**src/rtl/seg7_capture_if.sv**
```systemverilog
// seg7_capture_if: segment-capture bus bundling the sampled pattern, the digit handshake and the status flags.
// master drives seg_in/digit_ready and observes results; slave is the capture block.
interface seg7_capture_if;
  logic [6:0] seg_in;
  logic       digit_ready;
  logic [3:0] digit;
  logic       digit_valid;
  logic       blank;
  logic       err_illegal;
  logic       overrun;
  logic [7:0] err_count;
  modport master (
    output seg_in, digit_ready,
    input  digit, digit_valid, blank, err_illegal, overrun, err_count
  );
  modport slave (
    input  seg_in, digit_ready,
    output digit, digit_valid, blank, err_illegal, overrun, err_count
  );
endinterface

```
**src/rtl/seg7_capture.sv**
```systemverilog
// seg7_capture: debounces an active-low 7-segment pattern, decodes qualified hex digits and delivers them over a valid/ready handshake.
// Ports: clk (rising edge), reset (sync, active-high), bus (slave): seg_in/digit_ready in; digit, digit_valid, blank, err_illegal, overrun, err_count out.
module seg7_capture #(
  parameter int STABLE_CYCLES = 4
) (
  input logic          clk,
  input logic          reset,
  seg7_capture_if.slave bus
);
  localparam int CW = $clog2(STABLE_CYCLES + 1);
  localparam logic [CW-1:0] MAX = CW'(STABLE_CYCLES);
  logic [6:0]    seg_q;
  logic [CW-1:0] cnt_q, cnt_d;
  logic [3:0]    digit_q, digit_d, dec;
  logic          valid_q, valid_d, blank_q, blank_d, err_q, err_d, ovr_q, ovr_d;
  logic [7:0]    ecnt_q, ecnt_d;
  logic          same, qual, legal;
  always_comb begin
    legal = 1'b1;
    dec   = 4'h0;
    case (seg_q)
      7'h40: dec = 4'h0;
      7'h79: dec = 4'h1;
      7'h24: dec = 4'h2;
      7'h30: dec = 4'h3;
      7'h19: dec = 4'h4;
      7'h12: dec = 4'h5;
      7'h02: dec = 4'h6;
      7'h78: dec = 4'h7;
      7'h00: dec = 4'h8;
      7'h10: dec = 4'h9;
      7'h08: dec = 4'hA;
      7'h03: dec = 4'hB;
      7'h46: dec = 4'hC;
      7'h21: dec = 4'hD;
      7'h06: dec = 4'hE;
      7'h0E: dec = 4'hF;
      default: legal = 1'b0;
    endcase
  end
  // The qualify fires only on the single edge where the run length reaches MAX.
  always_comb begin
    same    = bus.seg_in == seg_q;
    cnt_d   = !same ? '0 : (cnt_q == MAX ? cnt_q : cnt_q + 1'b1);
    qual    = same && cnt_q == MAX - 1'b1;
    digit_d = digit_q;
    valid_d = valid_q && !bus.digit_ready;
    blank_d = blank_q;
    err_d   = err_q;
    ovr_d   = ovr_q;
    ecnt_d  = ecnt_q;
    if (qual) begin
      if (seg_q == 7'h7F) begin
        blank_d = 1'b1;
      end else if (legal) begin
        blank_d = 1'b0;
        if (valid_q && !bus.digit_ready) begin
          ovr_d = 1'b1;
        end else begin
          digit_d = dec;
          valid_d = 1'b1;
        end
      end else begin
        blank_d = 1'b0;
        err_d   = 1'b1;
        ecnt_d  = ecnt_q == 8'hFF ? ecnt_q : ecnt_q + 8'd1;
      end
    end
  end
  always_ff @(posedge clk) begin
    if (reset) begin
      seg_q   <= 7'h7F;
      cnt_q   <= '0;
      digit_q <= 4'h0;
      valid_q <= 1'b0;
      blank_q <= 1'b1;
      err_q   <= 1'b0;
      ovr_q   <= 1'b0;
      ecnt_q  <= 8'h00;
    end else begin
      seg_q   <= bus.seg_in;
      cnt_q   <= cnt_d;
      digit_q <= digit_d;
      valid_q <= valid_d;
      blank_q <= blank_d;
      err_q   <= err_d;
      ovr_q   <= ovr_d;
      ecnt_q  <= ecnt_d;
    end
  end
  assign bus.digit       = digit_q;
  assign bus.digit_valid = valid_q;
  assign bus.blank       = blank_q;
  assign bus.err_illegal = err_q;
  assign bus.overrun     = ovr_q;
  assign bus.err_count   = ecnt_q;
endmodule

```
**src/flat_wrapper.sv**
```systemverilog
// flat-port wrapper written by rule: the top's interface ports become plain ports
module seg7_capture_flat 
#(
  parameter int STABLE_CYCLES = 4
)
  (clk, reset, bus_seg_in, bus_digit_ready, bus_digit, bus_digit_valid, bus_blank, bus_err_illegal, bus_overrun, bus_err_count);
  seg7_capture_if bus_i ();
  input logic clk;
  input logic reset;
  input wire logic [$bits(bus_i.seg_in)-1:0] bus_seg_in;
  input wire logic [$bits(bus_i.digit_ready)-1:0] bus_digit_ready;
  output wire logic [$bits(bus_i.digit)-1:0] bus_digit;
  output wire logic [$bits(bus_i.digit_valid)-1:0] bus_digit_valid;
  output wire logic [$bits(bus_i.blank)-1:0] bus_blank;
  output wire logic [$bits(bus_i.err_illegal)-1:0] bus_err_illegal;
  output wire logic [$bits(bus_i.overrun)-1:0] bus_overrun;
  output wire logic [$bits(bus_i.err_count)-1:0] bus_err_count;
  assign bus_i.seg_in = bus_seg_in;
  assign bus_i.digit_ready = bus_digit_ready;
  assign bus_digit = bus_i.digit;
  assign bus_digit_valid = bus_i.digit_valid;
  assign bus_blank = bus_i.blank;
  assign bus_err_illegal = bus_i.err_illegal;
  assign bus_overrun = bus_i.overrun;
  assign bus_err_count = bus_i.err_count;
  seg7_capture #(.STABLE_CYCLES(STABLE_CYCLES)) u_core (.clk(clk), .reset(reset), .bus(bus_i));
endmodule
```
**config.mk**
```make
export PLATFORM = sky130hd
export DESIGN_NAME = seg7_capture_flat
export DESIGN_NICKNAME = d
export VERILOG_FILES = /design/src/rtl/seg7_capture_if.sv /design/src/rtl/seg7_capture.sv /design/src/flat_wrapper.sv
export SDC_FILE = /design/constraint.sdc
export NUM_CORES = 1
export LEC_CHECK = 0
export BUFFER_PORTS_ARGS = -buffer_cell sky130_fd_sc_hd__buf_2
export CORE_ASPECT_RATIO = 1.25
export CORE_UTILIZATION = 43
export DETAILED_ROUTE_END_ITERATION = 10
export GPL_ROUTABILITY_DRIVEN = 0
export SYNTH_ARGS = -nofsm -noshare
export SYNTH_HDL_FRONTEND = slang
export SYNTH_SLANG_ARGS = --single-unit
export TNS_END_PERCENT = 50
```
**constraint.sdc**
```tcl
create_clock -name clk -period 3.08 [get_ports clk]
set_input_delay 0 -clock clk [delete_from_list [all_inputs] [get_ports clk]]
set_output_delay 0 -clock clk [all_outputs]
set_load 0.02 [all_outputs]
```
* Yosys cells after proc, flatten, opt, wreduce, memory -nomap -nowiden
Cells that the tools add are included.
** Storage, ports and cells
- Input bits :: 10
- Flip-flop bits (word level) :: 26
** Cells by class
- $add $sub $neg :: 2
- Reductions and logical operators :: 10
- Eq/ne operators :: 20
- Mux-type cells :: 6
- Bitwise operators :: 5
** Operator list (number)
- $pmux W4 S15 :: 1
- $eq A7 B7 Y1 const B :: 5
- $eq A7 B5 Y1 const B :: 3
- $eq A7 B6 Y1 const B :: 3
- $reduce_or A16 Y1 :: 1
- $eq A7 B2 Y1 const B :: 2
- $eq A7 B4 Y1 const B :: 2
- $reduce_and A4 Y1 :: 3
- $add A8 B1 Y8 const B :: 1
- $eq A8 B8 Y1 const B :: 1
- $eq A7 B3 Y1 const B :: 1
- $eq A7 B7 Y1 :: 1
- $logic_not A7 Y1 :: 1
- $mux W1 :: 5
- $not A1 Y1 :: 5
- $add A3 B1 Y3 const B :: 1
- $eq A3 B2 Y1 const B :: 1
- $eq A3 B3 Y1 const B :: 1
- $reduce_and A3 Y1 :: 1
- $logic_and A1 B1 Y1 :: 2
- $reduce_or A2 Y1 :: 1
- $logic_not A1 Y1 :: 1

* Logic depth before layout (Yosys ltp)
Gate-level depths: netlist (run 1).
- Word-level depth :: 6
- Mapped depth :: 8

* Worst setup path before layout (run 1)
OpenSTA, ideal clock, no wires.
- Kind :: flip-flop to flip-flop
- From :: reg u_core.seg_q[1]
- To :: reg u_core.digit_q[1], in the netlist u_core.bus.digit[1]
- Setup time :: 0.127 ns
- Path slack :: 1.031 ns
- Path buffers :: 1
- Data arrival time :: 1.922 ns
- Period minus slack after synthesis :: 2.049 ns
- Stages on the path, launching flop included :: 8
- Data required time :: 2.953 ns
- Path through :: dfxtp_1 buf_2 or3_1 a211oi_1 nor3_2 a211oi_2 o2111ai_1 nor3b_1
** Between the ends
- Cells in the longest elaborated chain, start to end :: 4
- Elaborated cells on any way between the ends :: 24
** RTL lines
- start, declared :: RTL line seg7_capture.sv:12 : logic [6:0] seg_q;
- start signal, assigned :: RTL line seg7_capture.sv:81 : seg_q <= bus.seg_in;
- $eq A7 B7 Y1, or another cell as far along :: RTL line seg7_capture.sv:21 : case (seg_q)
- $reduce_or A16 Y1 (no source line)
- $mux W1 :: RTL line seg7_capture.sv:21
- $reduce_and A4 Y1 (no source line)
- end signal, assigned :: RTL line seg7_capture.sv:83 : digit_q <= digit_d;
- end, declared :: RTL line seg7_capture.sv:14 : logic [3:0] digit_q, digit_d, dec;
Parallel ways exist; a longest one is shown, timed or not.
A chain may end at the register's enable or synchronous reset.

* Final worst setup path (run 1)
- From :: reg u_core.seg_q[5]
- To :: reg u_core.ecnt_q[5], in the netlist u_core.bus.err_count[5]
** Between the ends
- Cells in the longest elaborated chain, start to end :: 5
- Elaborated cells on any way between the ends :: 24
** RTL lines
- $eq A7 B7 Y1, or another cell as far along :: RTL line seg7_capture.sv:21
- $reduce_or A16 Y1 (no source line)
- $mux W1 :: RTL line seg7_capture.sv:21
- $not A1 Y1 (no source line)
- $reduce_and A4 Y1 (no source line) (*)
- end signal, assigned :: RTL line seg7_capture.sv:88 : ecnt_q <= ecnt_d;
- end, declared :: RTL line seg7_capture.sv:16 : logic [7:0] ecnt_q, ecnt_d;
Every way passes the cells marked *; elsewhere a longest branch is shown, timed or not.

==> run metrics, run 1 <==
status completed; number of DRC markers in iteration 0 11; htree depth 1; number of synthesized flops with an enable pin 0; row count 23; CTS tree done; Worst Reg-to-Reg Cells 6; port bufs 25; first-pass GRT wire length 5209 µm; Final min period 2587 ps; peak supply drop 0.2113 mV; largest cells by area after synthesis dfxtp_1 (35%), nor2_1 (4.0%), a211oi_1 (3.5%), xor2_1 (3.5%), ha_1 (3.4%); WL/cell 12.95 µm; worst hold path type primary input to flip-flop; Crit path arrival time 2800 ps; clock buffer depth 2; Diodes inserted 0; worst skew pair latency 270 ps; gr usage total 19.23%; Post-DP HPWL 2285 µm; Pre-antenna DRT Iters 4; CP max FO 15; TritonCTS buffer count 3; Yosys top cell area share 34.96%; Slew headroom 66.92%; HP Start reset; CP endpoint kind flip-flop; Static Leak 0.0006714 µW; # Max-Cap Violations 0; crit path kind flip-flop to flip-flop; Distinct cells, synth 47; gr busiest metal met2; clk sinks 26; met3 Use GR 3.153%; period utilization 83.98%; worst reg2reg setup slack 490 ps; Die W 54.63 µm; Synth Instances 176; GR Util met2 36.30%; Worst-path clk slew 90 ps; pwr/cell area 364.4 nW/µm²; Avg Vias per Cell 5.696; worst hold endpoint u_core.bus.err_count[1]$_SDFFE_PP0P_; Routed WL 3108 µm; Seq/Total Area, Yosys 34.96%; Worst-Margin Slew 495.3 ps; Final TNS setup 0 ps; vias in the first global route 1279; GR Overflow Total 0; Final Skew 8.312 ps; Max Freq 0.3866 GHz; reg-to-reg critical path startpoint u_core.seg_q[5]$_SDFF_PP1_; Startpoint Class flip-flop; synthesized area 1489 µm²; Die Y-Extent 67.79 µm; antenna violations before repair 0; final setup margin 493.3 ps; RSZ-0062 raised after global routing false; pin count of the biggest net entering global routing 25; via count 1367; Nets 218; # IOs 26; Initial Utilization 45.79%; Final setup viols 0; dpl ws 517.1 ps; cts repair resizes 0; worst hold stages 2; RR Endpoint u_core.bus.err_count[5]$_SDFFE_PP0P_; Req. time, crit path 3290 ps; met1 Track Usage GR 19.46%; core area 3252 µm²; Root Driver clkbuf_8; area of the die 3703 µm²; max-slew violations 0; #FFs+latches synth 26; Routed Antenna Nets 0; Post-Syn Nets 190; Synth Area per Inst 8.460 µm²; area leader, netlist dfxtp_1; Synth Flop Type dfxtp_1; Layout area overhead 17.40%; asr flop ratio synth 0%; Final Hold Violating Endpoints 0; DR DRC count 0; Ys Warns 0; layout cells sized above 1 22.17%
==> layout by cell type (no fill, tap or decap), drive strengths merged, types with 2 or more instances in the layout <==
cell type,n
nor2,16
dlygate4sd3,8
a21oi,8
or3,6
xnor2,4
dfxtp,26
a31oi,4
xor2,6
nor3b,2
nand3,5
inv,9
or4,2
ha,4
nor4bb,3
a211oi,8
and3,2
nand4,5
buf,25
or2,7
nor3,6
or3b,2
o21ai,5
and4,2
nand3b,2
clkbuf,4
and2,4
nand2,9
nor2b,2
a22o,2
==> per-layer routing <==
| metal | routed length, µm | vias up | share of wire, % |
|---|---|---|---|
| li1 | - | 691 | - |
| met3 | 92 | 6 | 3.0 |
| met5 | 0 | - | 0 |
| met1 | 1300 | 641 | 42 |
| met2 | 1667 | 29 | 54 |
| met4 | 46 | 0 | 1.5 |
==> through the flow <==
step	instances	hold slack (ps)	total power, µW	util, %	cell area (µm²)
after floorplan	176	103.8	400.7	-	1489
after global placement	228	214.4	413.0	49.60	1613
after detailed placement	228	215.4	414.7	49.60	1613
after CTS	240	123.7	644.8	53.75	1748
after global routing	240	160.2	661.9	53.75	1748
final	240	118.9	636.9	53.75	1748
==> where the power goes <==
group | internal (µW) | switching [µW]
Sequential | 341 | 16.7
Clock | 114 | 108
Combinational | 31.6 | 25.8
==> layout make-up <==
| class | instances | area [µm²] |
|---|---|---|
| Clock buffer | 4 | 55.05 |
| Fill cell | 314 | 1504 |
| Inverter | 9 | 33.78 |
| Multi-Input combinational cell | 131 | 887.1 |
| Sequential cell | 26 | 520.5 |
| Tap cell | 37 | 46.29 |
| Timing Repair Buffer | 33 | 205.2 |
==> cells in the mapped netlist, types with 2 or more instances <==
cell type / number
nor3b_1: 2
nor2b_1: 2
and4_1: 2
ha_1: 4
nand2_1: 9
nand3b_1: 2
nor4bb_1: 3
or3b_2: 2
nor2_1: 16
a21oi_1: 8
or3_1: 6
inv_1: 8
or2_2: 7
nand4_1: 5
nand3_1: 5
and2_1: 3
nor3_1: 5
a211oi_1: 7
and3_1: 2
clkbuf_1: 2
xnor2_1: 4
xor2_1: 6
a22o_1: 2
dfxtp_1: 26
buf_2: 8
o21ai_0: 5
a31oi_1: 4
or4_1: 2
==> logic make-up (layout without fill, tap and decap cells) <==
family / after synthesis / after routing / synth area share, %
AO/OA/AOI/OAI: 36 / 36 / 17.06
XOR/XNOR: 10 / 10 / 5.882
adder cells (fa/ha/maj): 4 / 4 / 3.361
buffers and inverters: 19 / 46 / 5.462
flip-flops: 26 / 26 / 34.96
multiplexers: 1 / 1 / 0.6723
AND/OR/NAND/NOR: 80 / 80 / 32.60
==> worst max-delay path by stage <==
stage                                     startpoint                              endpoint  slack (ps)  depth (start not counted)
after floorplan           u_core.seg_q[1]$_SDFF_PP1_      u_core.bus.digit[1]$_SDFFE_PP0P_        1030                          7
after global placement    u_core.seg_q[5]$_SDFF_PP1_  u_core.bus.err_count[5]$_SDFFE_PP0P_         650                          6
after detailed placement  u_core.seg_q[5]$_SDFF_PP1_  u_core.bus.err_count[5]$_SDFFE_PP0P_         520                          6
after CTS                 u_core.seg_q[5]$_SDFF_PP1_  u_core.bus.err_count[5]$_SDFFE_PP0P_         500                          6
after global routing      u_core.seg_q[5]$_SDFF_PP1_  u_core.bus.err_count[5]$_SDFFE_PP0P_         240                          6
final                     u_core.seg_q[5]$_SDFF_PP1_  u_core.bus.err_count[5]$_SDFFE_PP0P_         490                          6
==> registers in the layout, summed over array words and instances (netlist names) <==
name                    flops
u_core.bus.blank            1
u_core.bus.digit            4
u_core.bus.digit_valid      1
u_core.bus.err_count        8
u_core.bus.err_illegal      1
u_core.bus.overrun          1
u_core.cnt_q                3
u_core.seg_q                7
==> worst max-delay path: stages, from the launching register on <==
cell and delay (ps):
dfxtp_1 610, and3b_1 230, a22o_1 220, a221oi_2 410, nand4bb_1 400, or4_1 510, a21oi_1 140
==> timing repair <==
action | CTS | global route
hold buffers | 8 | 0
hold endpoints to repair | 8 | 0
endpoints found under the setup margin | 0 | 0
buffers inserted | 0 | 0
Power figures use the tool's default switching activity.
==> inputs of run 2 (changes only) <==
==> constraint.sdc (replaced) <==
create_clock -name clk -period 2.4 [get_ports clk]
set_input_delay 0 -clock clk [delete_from_list [all_inputs] [get_ports clk]]
set_output_delay 0 -clock clk [all_outputs]
set_load 0.02 [all_outputs]
==> run 2 against run 1 <==
Non-clock buffer count up 5. Sequential cell count unchanged. Combinational power up 31%. Die area unchanged.
==> run metrics, run 2 (synthesis results as in run 1) <==
clk sinks 26; htree depth 1; Worst path slowest cell or4bb_1; Diodes inserted 0; Final Hold Violating Endpoints 0; Final TNS setup 0 ps; Post-DP HPWL 2294 µm; Crit path arrival time 2400 ps; Root Driver clkbuf_8; worst skew pair latency 270 ps; TritonCTS buffer count 3; Die W 54.63 µm; DR DRC count 0; WP buf/inv 2; CP max FO 13; Pre-antenna DRT Iters 4; Critical Path Source u_core.seg_q[4]$_SDFF_PP1_; GR Overflow Total 0; Final min period 2208 ps; worst hold path type primary input to flip-flop; max reg flops 8; Pwr Total 900.8 µW; RSZ-0062 raised after global routing false; Worst-Margin Slew 444.1 ps; commonest non-fill, non-tap cell in the layout buf_2; Max Freq 0.4530 GHz; Startpoint Class flip-flop; pin count of the biggest net entering global routing 25; Avg Vias per Cell 5.722; gr usage total 18.66%; port bufs 25; CP endpoint kind flip-flop; period utilization 91.98%; status completed; Final Skew 4.630 ps; layout cells sized above 1 27.88%; Slew headroom 70.16%; Req. time, crit path 2600 ps; Initial Utilization 45.79%; Die Y-Extent 67.79 µm; area of the die 3703 µm²; CP dominant cell by count buf_4; Worst path max stage delay 510 ps; HP Start reset; via count 1402; minimum hold slack 125.6 ps; Layout area overhead 21.93%; WL/cell 13.02 µm; Final setup viols 0; clock buffer depth 2; Static Leak 0.0007005 µW; Crit path max-delay family compound AO/OA/AOI/OAI gates; most frequent cells in the layout buf_2 (25), dfxtp_1 (19), nor2_1 (16), nand2_1 (9); vias in the first global route 1278; # IOs 26; reg-to-reg critical path startpoint u_core.seg_q[4]$_SDFF_PP1_; # Max-Cap Violations 0; Routed Antenna Nets 0; Routed WL 3191 µm; worst-path cell chain or4bb_1, o22ai_1, a221oi_2, buf_4, a211oi_2, buf_4, nor2_1, a211oi_1; number of DRC markers in iteration 0 24; CTS tree done; Worst-path clk slew 90 ps; row count 23; first-pass GRT wire length 5112 µm; max-slew violations 0; Nets 223; antenna violations before repair 0; crit path kind flip-flop to flip-flop; pwr/cell area 496.2 nW/µm²; peak supply drop 0.3814 mV; core area 3252 µm²
run 2: cell types whose count changed in the layout (fill, tap and decap cells not counted), sizes merged:
cell,change
buf,+5
bufinv,+1
clkbuf,-1
run 2: repair_timing:
item | 4_1_cts | 5_1_grt
resized for setup | 0 | 8
setup buffers | 0 | 0
endpoints found under the setup margin | 0 | 7
hold buffers | 8 | 0
hold endpoints to repair | 8 | 0
run 2: worst register-to-register path, stage by stage (launching register included):
cell,delay [ps]
dfxtp_2,460
or4bb_1,510
o22ai_1,210
a221oi_2,90
buf_4,170
a211oi_2,290
buf_4,180
nor2_1,40
a211oi_1,180
run 2: final cells by class:
| cell class | instances | area [µm²] |
|---|---|---|
| Clock buffer | 3 | 41.29 |
| Clock inverter | 1 | 30.03 |
| Fill cell | 301 | 1436 |
| Inverter | 9 | 33.78 |
| Multi-Input combinational cell | 131 | 892.1 |
| Sequential cell | 26 | 529.3 |
| Tap cell | 37 | 46.29 |
| Timing Repair Buffer | 38 | 242.7 |
run 2: routing by layer:
| metal | part of all wire [%] | track usage [%] | vias up |
|---|---|---|---|
| met3 | 3.4 | 2.252 | 4 |
| met1 | 42 | 18.55 | 666 |
| met2 | 53 | 37.05 | 34 |
| met5 | 0 | 0 | - |
| met4 | 1.2 | 6.731 | 0 |
| li1 | - | - | 698 |
run 2: final timing paths:
path | endpoint | cells past startpoint | slack (ps)
setup / recovery | u_core.bus.digit[2]$_SDFFE_PP0P_ | 8 | 190
hold reg to reg | u_core.bus.overrun$_SDFFE_PP0P_ | 2 | 450
hold / removal | u_core.bus.err_count[1]$_SDFFE_PP0P_ | 2 | 130
setup reg to reg | u_core.bus.digit[2]$_SDFFE_PP0P_ | 8 | 190
run 2: report_power, final:
| part | switching, µW | internal [µW] | leakage (µW) |
|---|---|---|---|
| clock network | 142 | 223 | 0.0000357 |
| logic | 33.4 | 41.7 | 0.000455 |
| registers | 21.8 | 439 | 0.000210 |
| total | 197 | 704 | 0.000701 |
run 2: per-stage QoR:
stage | util [%] | std cells | cell area, µm² | worst slack [ps]
floorplan | - | 176 | 1489 | 350.5
CTS | 55.41 | 245 | 1802 | 81.31
global route | 55.83 | 245 | 1815 | 45.70
global placement | 50.75 | 233 | 1650 | 155.2
finish | 55.83 | 245 | 1815 | 192.5
detailed placement | 50.75 | 233 | 1650 | 107.0
